File: src/rtl/stall_ctrl_if.sv
// Handshake bundle between the D/E pipeline stages and the hazard/stall controller.
// The controller takes the slave modport; the driving pipeline (or bench) takes master.
interface stall_ctrl_if;
    logic [4:0] rs_D;
    logic [4:0] rt_D;
    logic [1:0] Tuse_rs_D;
    logic [1:0] Tuse_rt_D;
    logic       md_use_D;
    logic [1:0] Tnew_E;
    logic [4:0] Num_new_E;
    logic       md_start_E;
    logic       md_div_E;
    logic       stall;
    logic       en_PC;
    logic       en_D;
    logic       flush_E;
    logic [1:0] Tnew_M;
    logic [4:0] Num_new_M;
    logic       md_busy;

    modport slave (
        input  rs_D, rt_D, Tuse_rs_D, Tuse_rt_D, md_use_D,
        input  Tnew_E, Num_new_E, md_start_E, md_div_E,
        output stall, en_PC, en_D, flush_E, Tnew_M, Num_new_M, md_busy
    );

    modport master (
        output rs_D, rt_D, Tuse_rs_D, Tuse_rt_D, md_use_D,
        output Tnew_E, Num_new_E, md_start_E, md_div_E,
        input  stall, en_PC, en_D, flush_E, Tnew_M, Num_new_M, md_busy
    );
endinterface

File: src/rtl/stall_ctrl.sv
// Consumer-side hazard detection: compares D-stage source use times against E and M
// producer records, and holds HI/LO users in D while the multiply/divide unit is busy.
module stall_ctrl #(
    parameter int unsigned MULT_CYCLES = 5,
    parameter int unsigned DIV_CYCLES  = 10
) (
    input logic         clk,
    input logic         reset,
    stall_ctrl_if.slave bus
);

    logic [3:0] cnt_q, cnt_d;
    logic [1:0] tnew_m_q, tnew_m_d;
    logic [4:0] num_m_q;
    logic       reg_stall;
    logic       md_stall;

    function automatic logic hazard(input logic [4:0] src, input logic [1:0] tuse,
                                    input logic [4:0] num, input logic [1:0] tnew);
        return (src != 5'd0) && (src == num) && (tuse != 2'b11) && (tuse < tnew);
    endfunction

    always_comb begin
        reg_stall = hazard(bus.rs_D, bus.Tuse_rs_D, bus.Num_new_E, bus.Tnew_E)
                  | hazard(bus.rt_D, bus.Tuse_rt_D, bus.Num_new_E, bus.Tnew_E)
                  | hazard(bus.rs_D, bus.Tuse_rs_D, num_m_q, tnew_m_q)
                  | hazard(bus.rt_D, bus.Tuse_rt_D, num_m_q, tnew_m_q);
        md_stall  = bus.md_use_D & ((cnt_q != 4'd0) | bus.md_start_E);
    end

    // E always advances into M, even on a stall (E is flushed, not held).
    always_comb begin
        tnew_m_d = (bus.Tnew_E == 2'd0) ? 2'd0 : bus.Tnew_E - 2'd1;
        cnt_d    = cnt_q;
        if (bus.md_start_E) begin
            cnt_d = bus.md_div_E ? 4'(DIV_CYCLES) : 4'(MULT_CYCLES);
        end else if (cnt_q != 4'd0) begin
            cnt_d = cnt_q - 4'd1;
        end
    end

    always_ff @(posedge clk or posedge reset) begin
        if (reset) begin
            cnt_q    <= 4'd0;
            tnew_m_q <= 2'd0;
            num_m_q  <= 5'd0;
        end else begin
            cnt_q    <= cnt_d;
            tnew_m_q <= tnew_m_d;
            num_m_q  <= bus.Num_new_E;
        end
    end

    assign bus.stall     = reg_stall | md_stall;
    assign bus.en_PC     = ~bus.stall;
    assign bus.en_D      = ~bus.stall;
    assign bus.flush_E   = bus.stall;
    assign bus.Tnew_M    = tnew_m_q;
    assign bus.Num_new_M = num_m_q;
    assign bus.md_busy   = (cnt_q != 4'd0);

endmodule

File: src/flat_wrapper.sv
// flat-port wrapper written by rule: the top's interface ports become plain ports
module stall_ctrl_flat 
#(
    parameter int unsigned MULT_CYCLES = 5,
    parameter int unsigned DIV_CYCLES  = 10
)
  (clk, reset, bus_rs_D, bus_rt_D, bus_Tuse_rs_D, bus_Tuse_rt_D, bus_md_use_D, bus_Tnew_E, bus_Num_new_E, bus_md_start_E, bus_md_div_E, bus_stall, bus_en_PC, bus_en_D, bus_flush_E, bus_Tnew_M, bus_Num_new_M, bus_md_busy);
  stall_ctrl_if bus_i ();
  input logic clk;
  input logic reset;
  input wire logic [$bits(bus_i.rs_D)-1:0] bus_rs_D;
  input wire logic [$bits(bus_i.rt_D)-1:0] bus_rt_D;
  input wire logic [$bits(bus_i.Tuse_rs_D)-1:0] bus_Tuse_rs_D;
  input wire logic [$bits(bus_i.Tuse_rt_D)-1:0] bus_Tuse_rt_D;
  input wire logic [$bits(bus_i.md_use_D)-1:0] bus_md_use_D;
  input wire logic [$bits(bus_i.Tnew_E)-1:0] bus_Tnew_E;
  input wire logic [$bits(bus_i.Num_new_E)-1:0] bus_Num_new_E;
  input wire logic [$bits(bus_i.md_start_E)-1:0] bus_md_start_E;
  input wire logic [$bits(bus_i.md_div_E)-1:0] bus_md_div_E;
  output wire logic [$bits(bus_i.stall)-1:0] bus_stall;
  output wire logic [$bits(bus_i.en_PC)-1:0] bus_en_PC;
  output wire logic [$bits(bus_i.en_D)-1:0] bus_en_D;
  output wire logic [$bits(bus_i.flush_E)-1:0] bus_flush_E;
  output wire logic [$bits(bus_i.Tnew_M)-1:0] bus_Tnew_M;
  output wire logic [$bits(bus_i.Num_new_M)-1:0] bus_Num_new_M;
  output wire logic [$bits(bus_i.md_busy)-1:0] bus_md_busy;
  assign bus_i.rs_D = bus_rs_D;
  assign bus_i.rt_D = bus_rt_D;
  assign bus_i.Tuse_rs_D = bus_Tuse_rs_D;
  assign bus_i.Tuse_rt_D = bus_Tuse_rt_D;
  assign bus_i.md_use_D = bus_md_use_D;
  assign bus_i.Tnew_E = bus_Tnew_E;
  assign bus_i.Num_new_E = bus_Num_new_E;
  assign bus_i.md_start_E = bus_md_start_E;
  assign bus_i.md_div_E = bus_md_div_E;
  assign bus_stall = bus_i.stall;
  assign bus_en_PC = bus_i.en_PC;
  assign bus_en_D = bus_i.en_D;
  assign bus_flush_E = bus_i.flush_E;
  assign bus_Tnew_M = bus_i.Tnew_M;
  assign bus_Num_new_M = bus_i.Num_new_M;
  assign bus_md_busy = bus_i.md_busy;
  stall_ctrl #(.MULT_CYCLES(MULT_CYCLES), .DIV_CYCLES(DIV_CYCLES)) u_core (.clk(clk), .reset(reset), .bus(bus_i));
endmodule
File: config.mk
export PLATFORM = sky130hd
export DESIGN_NAME = stall_ctrl_flat
export DESIGN_NICKNAME = d
export VERILOG_FILES = /design/src/rtl/stall_ctrl_if.sv /design/src/rtl/stall_ctrl.sv /design/src/flat_wrapper.sv
export SDC_FILE = /design/constraint.sdc
export NUM_CORES = 1
export LEC_CHECK = 0
export BUFFER_PORTS_ARGS = -buffer_cell sky130_fd_sc_hd__buf_2
export CORE_MARGIN = 2
export CORE_UTILIZATION = 45
export DETAILED_ROUTE_END_ITERATION = 10
export GPL_ROUTABILITY_DRIVEN = 1
export PLACE_DENSITY_LB_ADDON = 0.15
export SYNTH_ARGS = -nofsm -noshare
export SYNTH_HDL_FRONTEND = slang
export SYNTH_SLANG_ARGS = --single-unit
File: constraint.sdc
create_clock -name clk -period 3.12 [get_ports clk]
set_input_delay 0.78 -clock clk [delete_from_list [all_inputs] [get_ports clk]]
set_output_delay 0.78 -clock clk [all_outputs]
set_load 0.02 [all_outputs]
Yosys cells after proc, flatten, opt, wreduce, memory -nomap -nowiden
Index checks and enable logic that the tools add are counted.
W data, S select, Z words.
{ "totals": {"latchBits": 0, "in_bits": 26, "reg_bits": 11, "mem_count": 0, "output_inout_bits": 12, "mem_bits_rw": 0, "romBits": 0, "elab_cells": 43} }
{ "op_classes": {"n_eq_ne": 6, "shift": 0, "n_mul": 0, "addsub": 2, "bitwise": 7, "order_cmp": 4, "mux": 4, "n_div": 0, "n_reduce_logical": 17} }
{ "ops": {"columns": ["operator", "count"], "rows": [
  ["$eq A5 B5 Y1", 4],
  ["$logic_and A1 B1 Y1", 12],
  ["$mux W4", 3],
  ["$reduce_bool A5 Y1", 2],
  ["$lt A2 B2 Y1", 4],
  ["$or A1 B1 Y1", 5],
  ["$ne A2 B2 Y1 const B", 2],
  ["$reduce_bool A4 Y1", 1],
  ["$sub A4 B1 Y4 const B", 1],
  ["$logic_not A2 Y1", 1],
  ["$mux W2", 1],
  ["$reduce_bool A2 Y1", 1],
  ["$sub A2 B1 Y2 const B", 1],
  ["$and A1 B1 Y1", 1],
  ["$not A1 Y1", 1]
]} }

Longest topological paths before layout
{ "logic_depth": {"depth_word": 9, "depth_mapped": 7, "mapped_depth_nobuf": 6} }

Worst setup path before layout
Ideal clock, no wire load.
{ "synth_path": {"kind": "in2out", "from": "in bus_Tnew_E[1]", "to": "out bus_en_PC", "cell_stages": 7, "n_path_buf": 1, "slack_ns": 0.066, "arrival_time_ns": 2.274, "cell_sequence": "inv_1 ha_1 a2111oi_2 nand4_1 a221o_1 and3_1 buf_4"} }
{ "synth_between": {"elab_chain_len": 7, "word_cells_on_any_way": 9} }
{ "synth_lines": {"columns": ["element", "line_no", "source"], "rows": [
  ["start: declaration", "flat_wrapper.sv:16", "input wire logic [$bits(bus_i.Tnew_E)-1:0] bus_Tnew_E;"],
  ["$lt A2 B2 Y1", "stall_ctrl.sv:20", "return (src != 5'd0) && (src == num) && (tuse != 2'b11) && (tuse < tnew);"],
  ["$logic_and A1 B1 Y1", "stall_ctrl.sv:20", null],
  ["$or A1 B1 Y1 *", "stall_ctrl.sv:25", "| hazard(bus.rt_D, bus.Tuse_rt_D, bus.Num_new_E, bus.Tnew_E)"],
  ["$or A1 B1 Y1 *", "stall_ctrl.sv:26", "| hazard(bus.rs_D, bus.Tuse_rs_D, num_m_q, tnew_m_q)"],
  ["$or A1 B1 Y1 *", "stall_ctrl.sv:27", "| hazard(bus.rt_D, bus.Tuse_rt_D, num_m_q, tnew_m_q);"],
  ["$or A1 B1 Y1 *", "stall_ctrl.sv:54", "assign bus.stall = reg_stall | md_stall;"],
  ["$not A1 Y1 *", null, null],
  ["end: declaration", "flat_wrapper.sv:21", "output wire logic [$bits(bus_i.en_PC)-1:0] bus_en_PC;"]
]} }
Mark *: on every way between the ends. The rest lies on a longest branch, timed or not.

Final worst setup path
{ "layout_path": {"from": "in bus_Tuse_rs_D[1]", "to": "out bus_en_D"} }
{ "layout_between": {"elab_chain_len": 8, "word_cells_on_any_way": 12} }
{ "layout_lines": {"columns": ["element", "line_no", "source"], "rows": [
  ["start: declaration", "flat_wrapper.sv:13", "input wire logic [$bits(bus_i.Tuse_rs_D)-1:0] bus_Tuse_rs_D;"],
  ["$ne A2 B2 Y1", "stall_ctrl.sv:20", null],
  ["$logic_and A1 B1 Y1 (2 in a row)", "stall_ctrl.sv:20", null],
  ["$or A1 B1 Y1", "stall_ctrl.sv:25", null],
  ["$or A1 B1 Y1 *", "stall_ctrl.sv:26", null],
  ["$or A1 B1 Y1 *", "stall_ctrl.sv:27", null],
  ["$or A1 B1 Y1 *", "stall_ctrl.sv:54", null],
  ["$not A1 Y1 *", "stall_ctrl.sv:56", "assign bus.en_D = ~bus.stall;"],
  ["end: declaration", "flat_wrapper.sv:22", "output wire logic [$bits(bus_i.en_D)-1:0] bus_en_D;"]
]} }
Marks and branches as above.

==> results_dict.tcl <==
set metrics [dict create \
    fp.coreArea_sq_um 1730 \
    p_total_uw 418 \
    finalHoldViolCount 0 \
    dp_slack_ns -0.000786 \
    gp_congestion 0.800 \
    cp-end-kind "primary output" \
    grt_util_met1_pct 28.8 \
    yosysUniqueCellTypes 23 \
    grt-ovfl-total 0 \
    htree_levels 1 \
    p_int_uw 277 \
    cts-hold-fix-buffers 0 \
    layout-drive-gt1-share_pct 37.9 \
    synthCells 84 \
    critPathKind "in -> out" \
    final_cell_area_sq_um 1130 \
    setup_violations 0 \
    finClkSkew_ns 0.000174 \
    num_vias 760 \
    ys_ff_latch 11 \
    grt_start_max_net_pins 12 \
    clkPwrFrac_pct 24.0 \
    grtUsageTotal_pct 21.0 \
    ioPinCount 38 \
    grt_pass1_vias 717 \
    cts-buffers-inserted 3 \
    pwr-share-comb_pct 35.7 \
    rows 15 \
    final_common_cell "buf_2" \
    fmax_ghz 0.328 \
    synth_largest_area_cell "dfrtp_1" \
    p_leak_nw 0.521 \
    period_share_pct 97.6 \
    outcome "completed" \
    root_buffer "clkbuf_4" \
    tightest_slew_ns 0.443 \
    startpoint_type "input pin" \
    io_buffer_count 37 \
    whs_ns 0.494 \
    arrival_ns 2.27 \
    netlist_area_sq_um 823 \
    finalWorstSetupSlack_ns 0.0742 \
    synth.top_cell.area_share_pct 33.4 \
    worst_ep_required_time_ns 2.34 \
    die_x_microns 46.8 \
    yosys-top-cells-area "dfrtp_1 33%, xnor2_1 12%, xor2_1 12%, ha_1 9.1%, a2111oi_4 3.3%" \
    ant_nets 0 \
    detailed_place.area_sq_um 1030 \
    grt_util_met2_pct 34.0 \
    ff2ff_setup_slack_ns 1.87 \
    post-route-drc-count 0 \
    hold_path_class "in -> async" \
    worstSkewPairLatency_ns 0.26 \
    cts_buffer_depth 2 \
    wl_per_cell_microns 13.6 \
    firstDrtPassIters 4 \
    drv_cap 0 \
    fin_util_pct 65.7 \
    synth_seq_area_share_pct 33.4 \
    routed_wl_mm 2.03 \
    swShare_pct 33.6 \
    fin_cells 149 \
    dp.cells 145 \
    final_cell_mix "31 x buf_2, 11 x xor2_1, 11 x xnor2_1, 11 x dfrtp_1" \
    antenna_found_initial 0 \
    antenna_cells 0 \
    period_needed_ns 3.05 \
    initial_core_util_pct 47.7 \
    syn_nets 116 \
    reg2regPathDepth 6 \
    cts_tree "yes" \
    grt.busiest_layer "met2" \
    seq_power_share_pct 40.3 \
    worstPathMaxFanout 3 \
    ys.warnings.count 0 \
    grtUsageMet3_pct 2.31 \
    vias_per_cell 5.10 \
    avgSynthCellArea_sq_um 9.80 \
    power_density_nw_per_um2 368 \
    grt_pass1_wl_mm 3.14 \
    drt_iter0_markers 15 \
    die-area_sq_um 2190 \
    tns_ns 0 \
    clock-sinks 11 \
    slew_headroom_pct 70.4 \
    die_h_microns 46.8 \
    clkSlewWorstSetupHoldPaths_ns 0.08 \
    dp_hpwl_mm 1.64 \
    syn2layout_area_growth_pct 37.7 \
    final_nets 157 \
    slew_violations 0 \
    p_sw_uw 140 \
    peakVddDrop_mv 0.280 \
]
## repair_timing
action | CTS | global route
resized for setup | 0 | 16
setup buffers | 0 | 0
endpoints found under the setup margin | 2 | 4
gates cloned | 0 | 0
pin swaps | 1 | 6
endpoints found under the hold margin | 0 | 0
## final timing paths
check,start,to
worst min-delay path,reset,u_core.bus.Num_new_M[1]$_DFF_PP0_
worst max-delay path,bus_Tuse_rs_D[1],bus_en_D
min in group clk,u_core.cnt_q[3]$_DFFE_PP0N_,u_core.cnt_q[3]$_DFFE_PP0N_
max in group asynchronous,reset,u_core.cnt_q[3]$_DFFE_PP0N_
worst max register to register,u_core.cnt_q[0]$_DFFE_PP0N_,u_core.cnt_q[1]$_DFFE_PP0N_
worst min register to register,u_core.cnt_q[3]$_DFFE_PP0N_,u_core.cnt_q[3]$_DFFE_PP0N_
## kinds of logic (layout without fill, tap and decap cells)
| logic type | Yosys count | in the layout | share of synthesized area, % |
|---|---|---|---|
| xor+xnor | 22 | 22 | 23.4 |
| flops | 11 | 11 | 33.4 |
| compound gates | 13 | 13 | 14.0 |
| fa+ha+maj | 6 | 6 | 9.12 |
| simple gates | 23 | 23 | 15.0 |
| buf+inv | 9 | 49 | 5.02 |
## power groups by stage
stage,logic [mW],clock network (mW),registers (mW)
after floorplan,0.0822,0,0.174
after global placement,0.131,0,0.171
after detailed placement,0.134,0,0.171
after CTS,0.134,0.104,0.168
after global routing,0.167,0.108,0.170
final,0.149,0.100,0.168
## cells in the mapped netlist
cell type  number
nand2b_1        3
a21oi_1         1
ha_1            6
xor2_1         11
a221o_1         2
buf_4           2
or3_1           1
nor2_1          6
nand4_1         4
inv_1           7
nor4_1          2
xnor2_1        11
nand3_1         1
nor3_1          1
a2111oi_4       1
o21ai_0         5
o21a_1          2
and3_1          1
nand2_1         2
a21o_1          1
or4_1           2
dfrtp_1        11
a2111oi_2       1
## critical path, stage by stage
cell and delay, ns:
buf_6 0.11, ha_4 0.24, a2111oi_4 0.34, nand4_1 0.14
a221o_1 0.36, and3_4 0.17, buf_6 0.12
## per-layer routing
| metal | share of wire (%) | vias up |
|---|---|---|
| met5 | 0 | - |
| met4 | 1.5 | 0 |
| met3 | 6.3 | 6 |
| met2 | 47 | 38 |
| met1 | 45 | 343 |
| li1 | - | 373 |
## sequential cells by signal (all words and copies together) (netlist names)
signal,flops
u_core.bus.Num_new_M,5
u_core.bus.Tnew_M,2
u_core.cnt_q,4
## layout make-up
type	count	area, sq um
multi-input combinational	64	549
clock buffer	4	26.3
timing repair buffer	38	223
inverter	7	28.8
tap	25	31.3
sequential	11	275
fill	169	593
No activity file was read; power rests on OpenSTA's default activity.
